## config.mk

```make
export PLATFORM = sky130hd
export DESIGN_NAME = dram_block_adapter
export DESIGN_NICKNAME = d
export VERILOG_FILES = /design/src/rtl/dram_block_adapter.sv
export SDC_FILE = /design/constraint.sdc
export NUM_CORES = 2
export LEC_CHECK = 0
export ABC_AREA = 1
export BUFFER_PORTS_ARGS = -buffer_cell sky130_fd_sc_hd__buf_4
export CORE_AREA = 2 2 524 526
export CTS_BUF_LIST = sky130_fd_sc_hd__clkbuf_8 sky130_fd_sc_hd__clkbuf_16
export CTS_CLUSTER_DIAMETER = 40
export DETAILED_ROUTE_END_ITERATION = 6
export DIE_AREA = 0 0 526 528
export MAX_ROUTING_LAYER = met4
export PLACE_DENSITY = 0.48
export SLEW_MARGIN = 20
export SYNTH_ARGS = -nofsm -noshare
export SYNTH_HDL_FRONTEND = slang
export SYNTH_SLANG_ARGS = --single-unit
```

## constraint.sdc

```tcl
create_clock -name clk -period 2.8 [get_ports clk]
set_input_delay 0.28 -clock clk [delete_from_list [all_inputs] [get_ports clk]]
set_output_delay 0.28 -clock clk [all_outputs]
set_load 0.01 [all_outputs]
```

## src/rtl/dram_block_adapter.sv

```systemverilog
// Adapts single-cycle L2 block requests onto a beat-oriented DRAM port:
// writes are streamed as SUBBLOCKS beats, reads are reassembled from beats arriving in any order.
module dram_block_adapter #(
  parameter int ADDR_BITS  = 32,
  parameter int BLOCK_BITS = 512,
  parameter int SUBBLOCKS  = 4,
  localparam int SUB_BITS  = BLOCK_BITS / SUBBLOCKS,
  localparam int STB_BITS  = $clog2(SUBBLOCKS)
) (
  input  logic                  clk,
  input  logic                  reset,
  input  logic                  req_valid,
  output logic                  req_ready,
  input  logic                  req_we,
  input  logic [ADDR_BITS-1:0]  req_addr,
  input  logic [BLOCK_BITS-1:0] req_wdata,
  output logic                  resp_valid,
  output logic                  resp_write,
  output logic [BLOCK_BITS-1:0] resp_rdata,
  output logic [ADDR_BITS-1:0]  mem_addr,
  output logic                  mem_en,
  output logic                  mem_we,
  output logic [STB_BITS-1:0]   mem_dinDstrobe,
  output logic [SUB_BITS-1:0]   mem_din,
  input  logic [STB_BITS-1:0]   mem_doutDstrobe,
  input  logic [SUB_BITS-1:0]   mem_dout,
  input  logic                  mem_dready,
  input  logic                  mem_accR,
  input  logic                  mem_accW
);
  localparam int OFF_BITS = $clog2(BLOCK_BITS / 8);
  localparam logic [STB_BITS-1:0] LAST_BEAT = STB_BITS'(SUBBLOCKS - 1);

  typedef enum logic [2:0] {IDLE, WWAIT, WBURST, RWAIT_ACC, RCOLLECT, RESP} state_t;

  state_t                state_reg, state_next;
  logic [ADDR_BITS-1:0]  addr_reg, addr_next;
  logic [BLOCK_BITS-1:0] data_reg, data_next;
  logic [STB_BITS-1:0]   cnt_reg, cnt_next, cnt_inc;
  logic [SUBBLOCKS-1:0]  mask_reg, mask_next, mask_merged;
  logic                  mem_we_reg, mem_we_next;
  logic                  mem_en_reg, mem_en_next;
  logic [STB_BITS-1:0]   stb_reg, stb_next;
  logic [SUB_BITS-1:0]   din_reg, din_next;
  logic                  resp_valid_reg, resp_valid_next;
  logic                  resp_write_reg, resp_write_next;
  logic [BLOCK_BITS-1:0] rdata_reg, rdata_next;

  // The block buffer holds the write data on writes and collects beats on reads.
  logic [SUB_BITS-1:0]   slot [SUBBLOCKS];
  logic [BLOCK_BITS-1:0] merged;
  logic [SUBBLOCKS-1:0]  beat_bit;
  logic                  beat_in;

  assign beat_in = mem_dready && (state_reg == RCOLLECT);
  assign cnt_inc = cnt_reg + 1'b1;

  genvar gi;
  generate
    for (gi = 0; gi < SUBBLOCKS; gi++) begin : g_slot
      assign slot[gi]     = data_reg[gi*SUB_BITS +: SUB_BITS];
      assign beat_bit[gi] = beat_in && (mem_doutDstrobe == STB_BITS'(gi));
      assign merged[gi*SUB_BITS +: SUB_BITS] = beat_bit[gi] ? mem_dout : slot[gi];
    end
  endgenerate

  assign mask_merged = mask_reg | beat_bit;

  always_comb begin
    state_next      = state_reg;
    addr_next       = addr_reg;
    data_next       = data_reg;
    cnt_next        = cnt_reg;
    mask_next       = mask_reg;
    mem_we_next     = 1'b0;
    mem_en_next     = 1'b0;
    stb_next        = stb_reg;
    din_next        = din_reg;
    resp_valid_next = 1'b0;
    resp_write_next = resp_write_reg;
    rdata_next      = rdata_reg;
    case (state_reg)
      IDLE: begin
        if (req_valid) begin
          addr_next  = {req_addr[ADDR_BITS-1:OFF_BITS], {OFF_BITS{1'b0}}};
          data_next  = req_wdata;
          state_next = req_we ? WWAIT : RWAIT_ACC;
        end
      end
      WWAIT: begin
        if (mem_accW) begin
          state_next  = WBURST;
          mem_we_next = 1'b1;
          cnt_next    = '0;
          stb_next    = '0;
          din_next    = slot[0];
        end
      end
      WBURST: begin
        // cnt_reg is the beat currently presented on mem_din.
        if (cnt_reg == LAST_BEAT) begin
          state_next      = RESP;
          cnt_next        = '0;
          resp_valid_next = 1'b1;
          resp_write_next = 1'b1;
        end else begin
          cnt_next    = cnt_inc;
          mem_we_next = 1'b1;
          stb_next    = cnt_inc;
          din_next    = slot[cnt_inc];
        end
      end
      RWAIT_ACC: begin
        if (mem_accR) begin
          state_next  = RCOLLECT;
          mem_en_next = 1'b1;
          mask_next   = '0;
        end
      end
      RCOLLECT: begin
        if (beat_in) begin
          data_next = merged;
          mask_next = mask_merged;
          if (&mask_merged) begin
            state_next      = RESP;
            resp_valid_next = 1'b1;
            resp_write_next = 1'b0;
            rdata_next      = merged;
          end
        end
      end
      RESP: begin
        state_next = IDLE;
        mask_next  = '0;
      end
      default: state_next = IDLE;
    endcase
  end

  always_ff @(posedge clk or negedge reset) begin
    if (!reset) state_reg <= IDLE;
    else        state_reg <= state_next;
  end

  always_ff @(posedge clk or negedge reset) begin
    if (!reset) begin
      addr_reg       <= '0;
      data_reg       <= '0;
      cnt_reg        <= '0;
      mask_reg       <= '0;
      mem_we_reg     <= 1'b0;
      mem_en_reg     <= 1'b0;
      stb_reg        <= '0;
      din_reg        <= '0;
      resp_valid_reg <= 1'b0;
      resp_write_reg <= 1'b0;
      rdata_reg      <= '0;
    end else begin
      addr_reg       <= addr_next;
      data_reg       <= data_next;
      cnt_reg        <= cnt_next;
      mask_reg       <= mask_next;
      mem_we_reg     <= mem_we_next;
      mem_en_reg     <= mem_en_next;
      stb_reg        <= stb_next;
      din_reg        <= din_next;
      resp_valid_reg <= resp_valid_next;
      resp_write_reg <= resp_write_next;
      rdata_reg      <= rdata_next;
    end
  end

  // Gated by reset so the handshake is refused while reset is held.
  assign req_ready      = reset && (state_reg == IDLE);
  assign resp_valid     = resp_valid_reg;
  assign resp_write     = resp_write_reg;
  assign resp_rdata     = rdata_reg;
  assign mem_addr       = addr_reg;
  assign mem_en         = mem_en_reg;
  assign mem_we         = mem_we_reg;
  assign mem_dinDstrobe = stb_reg;
  assign mem_din        = din_reg;

endmodule
```

==> results by group <==
Run status
  – Outcome: finished, final reports clean

Layout
  – Area of the multi-input gates: 0.0243 sq mm
  – Nets: 10321
  – Fin util: 34.1%
  – Layout cells sized above 1: 22.0%
  – Fill count: 28618
  – Post-route non-filler standard cell count: 13506
  – Reg area: 0.0299 sq mm
  – Area Overhead vs Synth: 60.6%

STA
  – Tmin final: 2.80 ns
  – RSZ-0062 raised after global routing: yes
  – Max Transition Viols Final: 0
  – Worst hold slack: 0.0772 ns
  – Final Setup Violations: 0
  – Final Cycle Share: 100%
  – Rel. slew slack: 29.6%
  – Worst-Margin Slew: 1.06 ns
  – Fmax: 357 MHz
  – Endpoints failing hold: 0
  – Clk_skew: 0.0480 ns

Setup path
  – Critical Path Sink: data_reg[384]
  – Worst path required time: 3.57 ns
  – Crit path from: state_reg[1]
  – Reg2reg end: data_reg[384]
  – Arr. time, crit path: 3.57 ns
  – Peak fanout along the critical path: 114
  – CP Launch Type: flip-flop
  – Reg2Reg Setup Slack: 0.0006 ns
  – Worst reg2reg path startpoint: state_reg[1]
  – Worst Setup End Kind: flip-flop
  – R2R depth: 9
  – CP Class: flip-flop to flip-flop

Route
  – DRC: 0
  – Post-route antenna net violation count: 0
  – Drt pass-1 iters: 6
  – DR vias: 66016
  – WL/cell: 26.0 um
  – Initial DRC count: 5573
  – Vias per std cell: 4.89
  – Post-detailed-routing wire length: 351000 um

Die
  – Core area: 0.272 sq mm
  – Die X: 526 um
  – Starting Density: 21.2%
  – IO Pins: 1360
  – Rows: 192
  – Die height: 528 um
  – Die area: 0.278 sq mm

Synthesis
  – Seq/Total Area, Yosys: 51.6%
  – Post-synth EDFFs: 0
  – Ys flop type: dfrtp_1
  – Multiplexer area fraction after synthesis: 0.506%
  – Largest family of logic cells by synthesized area: compound AO/OA/AOI/OAI gates
  – Synth async-reset ratio: 100%
  – Syn Inst Count: 7419
  – Synth Area in XOR/XNOR: 0%
  – Share of Yosys cell area claimed by the top area cell type: 51.6%
  – Synth Area in Compound Gates: 21.0%
  – Yosys warning count: 0
  – Unique masters post-synth: 28
  – #FFs+latches synth: 1193
  – Synth area leaders: dfrtp_1 52%, nand2_1 16%, o21ai_0 9.0%, nor2_1 4.5%, a31oi_1 3.6%
  – Syn Area/Cell: 7.80 sq um
  – Simple-Gate Fraction of Synth Area: 20.2%
  – Yosys top cell by area: dfrtp_1
  – Post-synthesis adder-cell area fraction: 0.0216%
  – Cell Area, Synth: 0.0579 sq mm

Placed design
  – Dpl cells: 12011
  – HPWL after DPL: 237000 um
  – GPL Wtd Cong: 0.945
  – Number of I/O port buffers: 1347

Clocking
  – Clk root buf: clkbuf_16
  – Clk pin slew, worst setup/hold paths: 0.05 ns
  – Clock sink count: 1193
  – H-tree depth: 5
  – TritonCTS clock tree: built
  – Number of CTS-inserted buffers: 275
  – Clock Tree Buf Depth: 4
  – Later-pin clock latency in the skew report: 0.88 ns

GRT
  – Initial antenna violation count: 67
  – Pin count of the biggest net entering global routing: 143
  – Global-route wire length before repair: 477000 um
  – Grt total ovfl: 0
  – Vias in the first global route: 65075
  – GRT Util Overall: 23.9%

Power
  – Tot Pwr: 97.9 mW
  – Worst VDD drop: 0.692 mV
  – PwrDens: 1050 mW/mm^2
  – LEAKAGE: 44.8 nW

Worst hold path
  – Hold WC Path Type: primary input to flip-flop

Job
  – Max Cap Viol: 0
==> cell usage in the layout, fill, tap and decap left out, types with 165 or more instances in the layout <==
cell type and instances:
a21oi_1 240, a31oi_1 333, buf_4 1519, clkbuf_16 298
dfrtp_1 1190, dlygate4sd3_1 900, inv_1 343, nand2_1 2392
nor2_1 685, o21ai_0 1034, o21ai_1 165
==> power breakdown <==
group          leakage [nW]  total [mW]  switching [mW]  internal, mW
Clock                  4.85        34.0            11.5          22.5
Combinational          24.8        37.7            22.2          15.4
Sequential             15.1        26.2            3.84          22.3
Total                  44.8        97.8            37.6          60.2
==> worst max-delay path: stages (launching register included) <==
cell	delay, ns
dfrtp_2	0.44
nor2_4	0.14
nand3_4	0.15
inv_2	0.13
nand2_4	0.06
buf_12	0.17
o21ai_0	0.60
nand2_1	0.09
a31oi_1	0.15
dlygate4sd3_1	0.57
==> cells by family (layout without fill, tap and decap cells) <==
kind of cell | Yosys count | in the layout
AOI/OAI and AO/OA | 2157 | 2157
adders and majority gates | 1 | 1
buffers and inverters | 935 | 3370
DFF | 1193 | 1193
muxes | 26 | 26
other | 1 | 64
and+or+nand+nor | 3106 | 3106
==> cells in the mapped netlist (2+ instances only) <==
master,instances
mux2_2,26
buf_4,14
nand3_2,2
buf_1,27
dfrtp_1,1193
o21ai_0,1041
o211ai_1,128
nand2_1,2399
o22ai_1,129
clkbuf_1,353
nor3_1,2
a211o_1,127
inv_1,318
o21ai_1,158
nor2_1,688
a31oi_1,333
inv_2,3
nand3_1,10
buf_2,219
nor2_2,2
a21oi_1,240
==> per-layer routing <==
layer	track usage, %	wire, um
met1	29.8	144000
met2	36.9	159000
met3	6.13	32300
met5	-	0
met4	9.39	15600
==> layout make-up <==
class | count | share of cell area, %
Timing Repair Buffer | 2551 | 24.9
Multi-Input combinational cell | 5296 | 26.2
Clock buffer | 320 | 8.13
Antenna cell | 58 | 0.156
Clock inverter | 177 | 2.29
Sequential cell | 1193 | 32.1
Inverter | 322 | 1.36
Tap cell | 3589 | 4.83
==> worst min-delay path by stage <==
stage | slack, ns | cells after the start | to | from
after CTS | 0.004 | 5 | resp_rdata[193] | mem_dout[65]
final | 0.08 | 5 | resp_rdata[193] | mem_dout[65]
after global placement | 0.30 | 1 | resp_rdata[259] | reset
after global routing | 0.08 | 2 | resp_rdata[259] | reset
after detailed placement | 0.31 | 1 | resp_rdata[259] | reset
after floorplan | -0.02 | 0 | cnt_reg[0] | reset
==> metrics by stage <==
| step | instance area [sq um] | setup TNS [ns] | setup slack (ns) |
|---|---|---|---|
| after floorplan | 57900 | 0 | 0.853 |
| after global placement | 73100 | 0 | 0.142 |
| after detailed placement | 73100 | 0 | 0.108 |
| after CTS | 91800 | 0 | 0.0103 |
| after global routing | 92900 | -1.39 | -0.0572 |
| final | 92900 | 0 | 0.000554 |
==> repair_timing <==
| action | 4_1_cts | 5_1_grt |
|---|---|---|
| hold endpoints to repair | 1723 | 0 |
| hold buffers | 900 | 0 |
| setup endpoints to repair | 0 | 250 |
| buffers inserted | 0 | 19 |
| gates resized for setup | 0 | 65 |
No activity file was read; power rests on OpenSTA's default activity.
